`src/rtl/ones_frame_accumulator.sv`:
```
// ones_frame_accumulator: sums per-byte ones counts over a frame and presents the
// saturated total, byte count and status flags on a valid/ready output.
module ones_frame_accumulator #(
  parameter int FRAME_LEN = 16,
  parameter int SUM_W     = 8,
  parameter int THRESH    = 64,
  localparam int NB_W     = $clog2(FRAME_LEN + 1)
) (
  input  logic             clk,
  input  logic             rst,
  input  logic             in_valid_i,
  output logic             in_ready_o,
  input  logic [3:0]       in_count_i,
  input  logic             in_last_i,
  output logic             out_valid_o,
  input  logic             out_ready_i,
  output logic [SUM_W-1:0] out_sum_o,
  output logic [NB_W-1:0]  out_nbytes_o,
  output logic             out_over_o,
  output logic             out_sat_o,
  output logic             out_err_o
);
  typedef enum logic {ACCUM, HOLD} state_t;
  state_t           state_q, state_d;
  logic [SUM_W-1:0] sum_q, sum_d;
  logic [NB_W-1:0]  nbytes_q, nbytes_d;
  logic             sat_q, sat_d, err_q, err_d, over_q, over_d;
  logic             accept, bad, hold;
  logic [3:0]       c;
  logic [SUM_W:0]   add;
  logic [SUM_W-1:0] sum_nxt;
  assign hold    = state_q == HOLD;
  assign accept  = in_valid_i & in_ready_o;
  assign bad     = in_count_i > 4'd8;
  assign c       = bad ? 4'd8 : in_count_i;
  // one extra adder bit: carry out means the total exceeded the all-ones limit
  assign add     = {1'b0, sum_q} + (SUM_W+1)'(c);
  assign sum_nxt = add[SUM_W] ? {SUM_W{1'b1}} : add[SUM_W-1:0];
  always_comb begin
    state_d  = state_q;
    sum_d    = sum_q;
    nbytes_d = nbytes_q;
    sat_d    = sat_q;
    err_d    = err_q;
    over_d   = over_q;
    if (accept) begin
      sum_d    = sum_nxt;
      nbytes_d = nbytes_q + NB_W'(1);
      sat_d    = sat_q | add[SUM_W];
      err_d    = err_q | bad;
      if (in_last_i || nbytes_q == NB_W'(FRAME_LEN - 1)) begin
        state_d = HOLD;
        over_d  = 32'(sum_nxt) >= 32'(THRESH);
      end
    end else if (hold && out_ready_i) begin
      state_d  = ACCUM;
      sum_d    = '0;
      nbytes_d = '0;
      sat_d    = 1'b0;
      err_d    = 1'b0;
      over_d   = 1'b0;
    end
  end
  always_ff @(posedge clk or posedge rst) begin
    if (rst) begin
      state_q  <= ACCUM;
      sum_q    <= '0;
      nbytes_q <= '0;
      sat_q    <= 1'b0;
      err_q    <= 1'b0;
      over_q   <= 1'b0;
    end else begin
      state_q  <= state_d;
      sum_q    <= sum_d;
      nbytes_q <= nbytes_d;
      sat_q    <= sat_d;
      err_q    <= err_d;
      over_q   <= over_d;
    end
  end
  // results are only exposed while a frame is being presented
  assign in_ready_o   = (state_q == ACCUM) & ~rst;
  assign out_valid_o  = hold;
  assign out_sum_o    = hold ? sum_q : '0;
  assign out_nbytes_o = hold ? nbytes_q : '0;
  assign out_over_o   = hold & over_q;
  assign out_sat_o    = hold & sat_q;
  assign out_err_o    = hold & err_q;
endmodule

```
`config.mk`:
```
export PLATFORM = sky130hd
export DESIGN_NAME = ones_frame_accumulator
export DESIGN_NICKNAME = d
export VERILOG_FILES = /design/src/rtl/ones_frame_accumulator.sv
export SDC_FILE = /design/constraint.sdc
export NUM_CORES = 1
export LEC_CHECK = 0
export ABC_AREA = 1
export BUFFER_PORTS_ARGS = -buffer_cell sky130_fd_sc_hd__buf_2
export CAP_MARGIN = 20
export CORE_UTILIZATION = 56
export DETAILED_ROUTE_END_ITERATION = 8
export HOLD_SLACK_MARGIN = 0.1
export PLACE_DENSITY = 0.82
export SLEW_MARGIN = 15
export SYNTH_ARGS = -nofsm -noshare
export SYNTH_HDL_FRONTEND = slang
export SYNTH_SLANG_ARGS = --single-unit
```
`constraint.sdc`:
```
create_clock -name clk -period 3.89 [get_ports clk]
set_input_delay 0.778 -clock clk [delete_from_list [all_inputs] [get_ports clk]]
set_output_delay 0.778 -clock clk [all_outputs]
set_load 0.05 [all_outputs]
```
# Yosys cells after proc, flatten, opt, wreduce, memory -nomap -nowiden
# Index checks and enable logic that the tools add are counted.
# word_totals
elab_cells	40
register_bits	17
# classes
n_lt_le_gt_ge	2
eq_ne	2
mux	15
n_reduce_logical	4
bitwise_logic	9
n_addsub	2
# op_table
operator	count
8-bit 2-to-1 mux	4
5-bit 2-to-1 mux	3
8-bit by 4-bit adder with 9-bit output	1
8-bit by 7-bit greater-or-equal comparator with 1-bit output, second input constant	1
1-bit 2-to-1 mux	7
5-bit by 1-bit adder with 5-bit output, second input constant	1
1-bit AND	5
5-bit by 4-bit equality test with 1-bit output, second input constant	1
4-bit > comparator, second input constant	1
4-bit 2-to-1 mux	1
2-bit by 1-bit != test with 1-bit output, second input constant	1
1-bit inverter	2
1-bit bitwise OR	2
2-bit AND reduction	1
2-bit nonzero test	1
1-bit logical AND	1
1-bit logical OR	1

# Longest topological paths before layout
# logic_depth
ltp_word	7
depth_mapped	12
mapped_depth_nobuf	12

# Worst setup path after synthesis
# OpenSTA, ideal clock, no wires.
# synth_path
kind	register -> output
from	reg state_q, in the netlist out_valid_o
to	out out_sum_o[4]
path_slack_ns	1.616
t_required_ns	3.112
t_arrival_ns	1.496
stages_incl_launch_ff	5
cell_sequence	dfrtp_1 -> buf_6 -> clkbuf_1 -> nand2_1 -> inv_1
# synth_between
elab_chain_cells	1
# synth_lines
element	line_no	text
start, declared	24	state_t state_q, state_d;
start signal, assigned	73	state_q <= state_d;
8-bit 2-to-1 mux	84	assign out_sum_o = hold ? sum_q : '0;
end, declared	17	output logic [SUM_W-1:0] out_sum_o,
# Every way passes these cells.

# Worst setup path after layout
# layout_path
from	reg state_q, in the netlist out_valid_o
to	out out_nbytes_o[1]
# layout_between
elab_chain_cells	1
# layout_lines
element	line_no	text
5-bit 2-to-1 mux	85	assign out_nbytes_o = hold ? nbytes_q : '0;
end, declared	18	output logic [NB_W-1:0] out_nbytes_o,
# Every way passes these cells.

==> results by stage <==
Timing:
- The maximum achievable frequency is 415 MHz.
- The count of endpoints failing hold in the final timing report is 0.
- Setup violations remaining at the end of the flow were counted as 0.
- Setup repair after global routing left no endpoint under its margin.
- The worst path meets setup with 1.48 ns of slack.
- The headroom to the max-slew limit is 48.9%.
- The final critical-path share of the clock period is 62.0%.
- The final critical delay including setup and external delays is 2.41 ns.
- The max-slew violation count is 0.
- At the pin with the least slew margin, the transition time is 0.767 ns.
- The worst clock skew is 0.0127 ns.
- After routing, the total negative slack on setup checks comes to 0 ns.

GRT:
- The remaining global-route overflow is 0.
- In the global route stage, met2 resource usage came out at 43.8%.
- The global-route track usage on met1 is 30.8%.
- The total global-route track usage is 26.0%.
- met2 is the most crowded layer.
- The number of global-route vias before repair is 1119.
- In the global route stage, met3 resource usage came out at 3.74%.
- The largest net degree at the start of global routing is 21.
- The initial antenna violation count is 0.
- The wire length of the first global-routing pass is 4.63 mm.

Logic synthesis:
- Synthesis instantiated 33 different standard cells from the library.
- By area, the combinational part of the netlist is dominated by simple AND/OR/NAND/NOR gates.
- Summed over its instances, the top area cell type makes up 34.4% of the synthesized netlist area.
- After Yosys synthesis, and, or, nand and nor cells account for 33.0% of the synthesized area.
- The cell count after synthesis came out at 164.
- The synthesized netlist devotes 7.68% of its cell area to adder and majority cells.
- After synthesis, the share of cell area in mux cells is 0%.
- The number of nets handed over by synthesis was 180.
- The synthesized netlist devotes 1.42% of its cell area to XOR and XNOR gates.
- The share of flip-flops with an asynchronous set or reset after synthesis is 100%.
- The synthesized design contains 17 register bits.
- The number of synthesized flops with an enable pin is 0.
- The top flip-flop cell by instance count after synthesis is sky130_fd_sc_hd__dfrtp_1.
- Sequential cells were found to cover 34.4% of the synthesized design area.
- The cell area that synthesis handed to floorplanning was 1240 um^2.
- The Yosys warning count is 0.
- The synthesized-area fraction occupied by ao, oa, aoi and oai cells is 10.1%.
- Dividing the synthesized area by the synthesized cell count gives 7.55 um^2.
- Among all cell types in the netlist, the one instantiated most often is sky130_fd_sc_hd__nand2_1.
- The cell accounting for the most synthesized area is sky130_fd_sc_hd__dfrtp_1.
- After synthesis, the most frequently instantiated cells are sky130_fd_sc_hd__nand2_1, sky130_fd_sc_hd__inv_1, sky130_fd_sc_hd__dfrtp_1, sky130_fd_sc_hd__nand3_1, sky130_fd_sc_hd__nor2_1.
- In the post-synthesis netlist, the biggest area contributors are sky130_fd_sc_hd__dfrtp_1, sky130_fd_sc_hd__nand2_1, sky130_fd_sc_hd__inv_1.

Setup path:
- On the worst path, the slowest cell contributes a delay of 0.86 ns.
- The cell count of the worst reg-to-reg path is 8.
- The biggest fanout along the worst timing path is 20.
- The worst flop-to-flop path endpoint is sum_q[5].
- STA classifies the critical path startpoint as a flop.
- The minimum setup slack among reg-to-reg paths is 1.98 ns.
- The critical path goes through nand2_1, inv_1, buf_2.
- At the worst endpoint, the required time is 3.11 ns.
- The kind of end point of the critical path is an output port.
- The startpoint identified for the worst register-to-register timing path is sum_q[0].
- The startpoint-to-endpoint class of the critical path is reg -> out.
- The family of cells with the greatest summed delay on the critical path is flip-flops.
- On the critical path, the stage with the largest delay is an instance of sky130_fd_sc_hd__dfrtp_1.
- Data on the critical path arrives at its endpoint at 1.63 ns.
- Together, buffers and inverters on the worst path number 2.

Pwr:
- Dividing total power by cell area gives a power density of 592 nW/um^2.
- The design draws 0.823 mW.
- The worst-case IR drop observed on VDD is 0.336 mV.
- The total leakage power is 0.912 nW.

Worst hold path:
- The launch point of the worst hold path is sat_q.
- The worst hold path class is reg -> reg.
- The destination of the worst hold path is sat_q.
- Counting instances, the worst hold path has a depth of 2.

Run status:
- The run finished with clean final reports.

Clock tree:
- The sink count of the clock tree is 17.
- The number of buffers on the longest clock path is 2.
- The tree is rooted in a sky130_fd_sc_hd__clkbuf_4.
- The post-cts hold buffer count is 0.
- The total of cells resized after clock tree synthesis is 0.
- The clock latency reported for the late side of the worst-skew pair is 0.31 ns.
- The number of clock buffers added by TritonCTS is 3.
- The number of setup buffers added after CTS is 0.
- The deepest level of the CTS H-tree is 1.
- TritonCTS built the clock tree.
- After clock tree synthesis, the clock-pin slew on the worst setup and hold paths is 0.11 ns.

Die:
- The floorplan step set the die height to 49.0 um.
- The effective utilization at floorplan is 61.2%.
- The total I/O pin count is 27.
- The floorplan die area is 2400 um^2.
- The region available for standard cell placement spans 2020 um^2.
- The die outline width is 49.0 um.
- The floorplan has 16 rows.

Drt:
- The first detailed-routing pass ran for 4 iterations.
- Dividing the detail-routed via count by the number of cells gives 5.25.
- In this run, the number of DRC markers left after iteration 0 of detailed routing was 22.
- The detailed router placed 1139 vias in this run.
- Wires add up to 2.63 mm.
- Once detail routing completed, the nets flagged for antenna violations numbered 0.
- The final routed DRC violation total is 0.
- After detailed routing, the average wire length per cell comes to 12.1 um.

Cells and area:
- The count of inserted antenna diode cells is 0.
- The layout overhead on the synthesized area is 12.2%.
- At the end of the flow, the number of nets in the layout was 207.
- In the final layout, the share of cells above drive strength 1 is 24.2%.

Place:
- The HPWL after detailed placement is 2.08 mm.
- Before CTS, the worst setup slack after placement is 1.35 ns.
- Routability-driven placement finished with a final weighted congestion of 0.903.
- Buffers placed on the I/O ports in this run total 26.

Job:
- Max-cap violations in this run came to 0.
worst register-to-register path, stage by stage, from the launching register on:
cell                      delay [ns]
sky130_fd_sc_hd__dfrtp_1        0.42
sky130_fd_sc_hd__ha_1           0.24
sky130_fd_sc_hd__fa_1           0.43
sky130_fd_sc_hd__nand3_1        0.10
sky130_fd_sc_hd__nand3_1        0.15
sky130_fd_sc_hd__nand4_2        0.18
sky130_fd_sc_hd__inv_1          0.08
sky130_fd_sc_hd__a21oi_1        0.14
sky130_fd_sc_hd__nand2_1        0.07
power by group:
| group | leakage, nW | internal (mW) | switching (mW) |
|---|---|---|---|
| Combinational | 0.668 | 0.123 | 0.280 |
| Clock | 0.0177 | 0.0385 | 0.0618 |
| Sequential | 0.227 | 0.228 | 0.0916 |
per-layer routing:
layer	wire length, um	share of wire, %
met5	0	0
met4	73	2.8
met2	1320	50
met3	86	3.3
met1	1150	44
kinds of logic after synthesis:
logic type / after synthesis
XOR/XNOR: 2
flip-flops: 17
AO/OA/AOI/OAI: 17
buffers and inverters: 37
adder cells (fa/ha/maj): 7
AND/OR/NAND/NOR: 84
worst max path at each step:
| stage | start | endpoint | slack, ns | cells past startpoint |
|---|---|---|---|---|
| final | out_valid_o | out_nbytes_o[1] | 1.48 | 3 |
| after global routing | in_count_i[0] | sum_q[3] | 1.35 | 12 |
| after CTS | out_valid_o | out_over_o | 1.48 | 3 |
| after detailed placement | in_count_i[0] | over_q | 1.35 | 13 |
| after global placement | in_count_i[0] | over_q | 1.47 | 13 |
| after floorplan | out_valid_o | out_sum_o[4] | 1.62 | 4 |
area by class of cell:
| cell class | count | area [um^2] |
|---|---|---|
| Multi-Input combinational cell | 110 | 646 |
| Inverter | 33 | 126 |
| Fill cell | 178 | 633 |
| Timing Repair Buffer | 26 | 130 |
| Tap cell | 27 | 33.8 |
| Clock inverter | 1 | 5.00 |
| Clock buffer | 3 | 22.5 |
| Sequential cell | 17 | 425 |
cells in the final DEF, fill, tap and decap left out, types with 3 or more instances in the layout:
master,Yosys,routed
sky130_fd_sc_hd__buf_2,1,26
sky130_fd_sc_hd__clkbuf_4,0,3
sky130_fd_sc_hd__dfrtp_1,17,17
sky130_fd_sc_hd__ha_1,6,6
sky130_fd_sc_hd__inv_1,29,29
sky130_fd_sc_hd__inv_2,3,3
sky130_fd_sc_hd__nand2_1,51,51
sky130_fd_sc_hd__nand3_1,12,12
sky130_fd_sc_hd__nor2_1,10,10
sky130_fd_sc_hd__o211ai_1,3,3
sky130_fd_sc_hd__o21ai_0,3,3
metrics by stage:
stage	area, um^2	hold WS (ns)	std cells	util, %
floorplan	1240	0.450	164	-
global placement	1360	0.476	213	67.3
finish	1390	0.503	217	68.7
global route	1390	0.551	217	68.7
detailed placement	1360	0.479	213	67.3
CTS	1390	0.507	217	68.7
flip-flops by register name, indices dropped and copies added, names as in the netlist:
signal	count
sum_q	8
nbytes_q	5
err_q	1
out_valid_o	1
over_q	1
sat_q	1
Note: power is estimated with default switching activity, not from simulation.
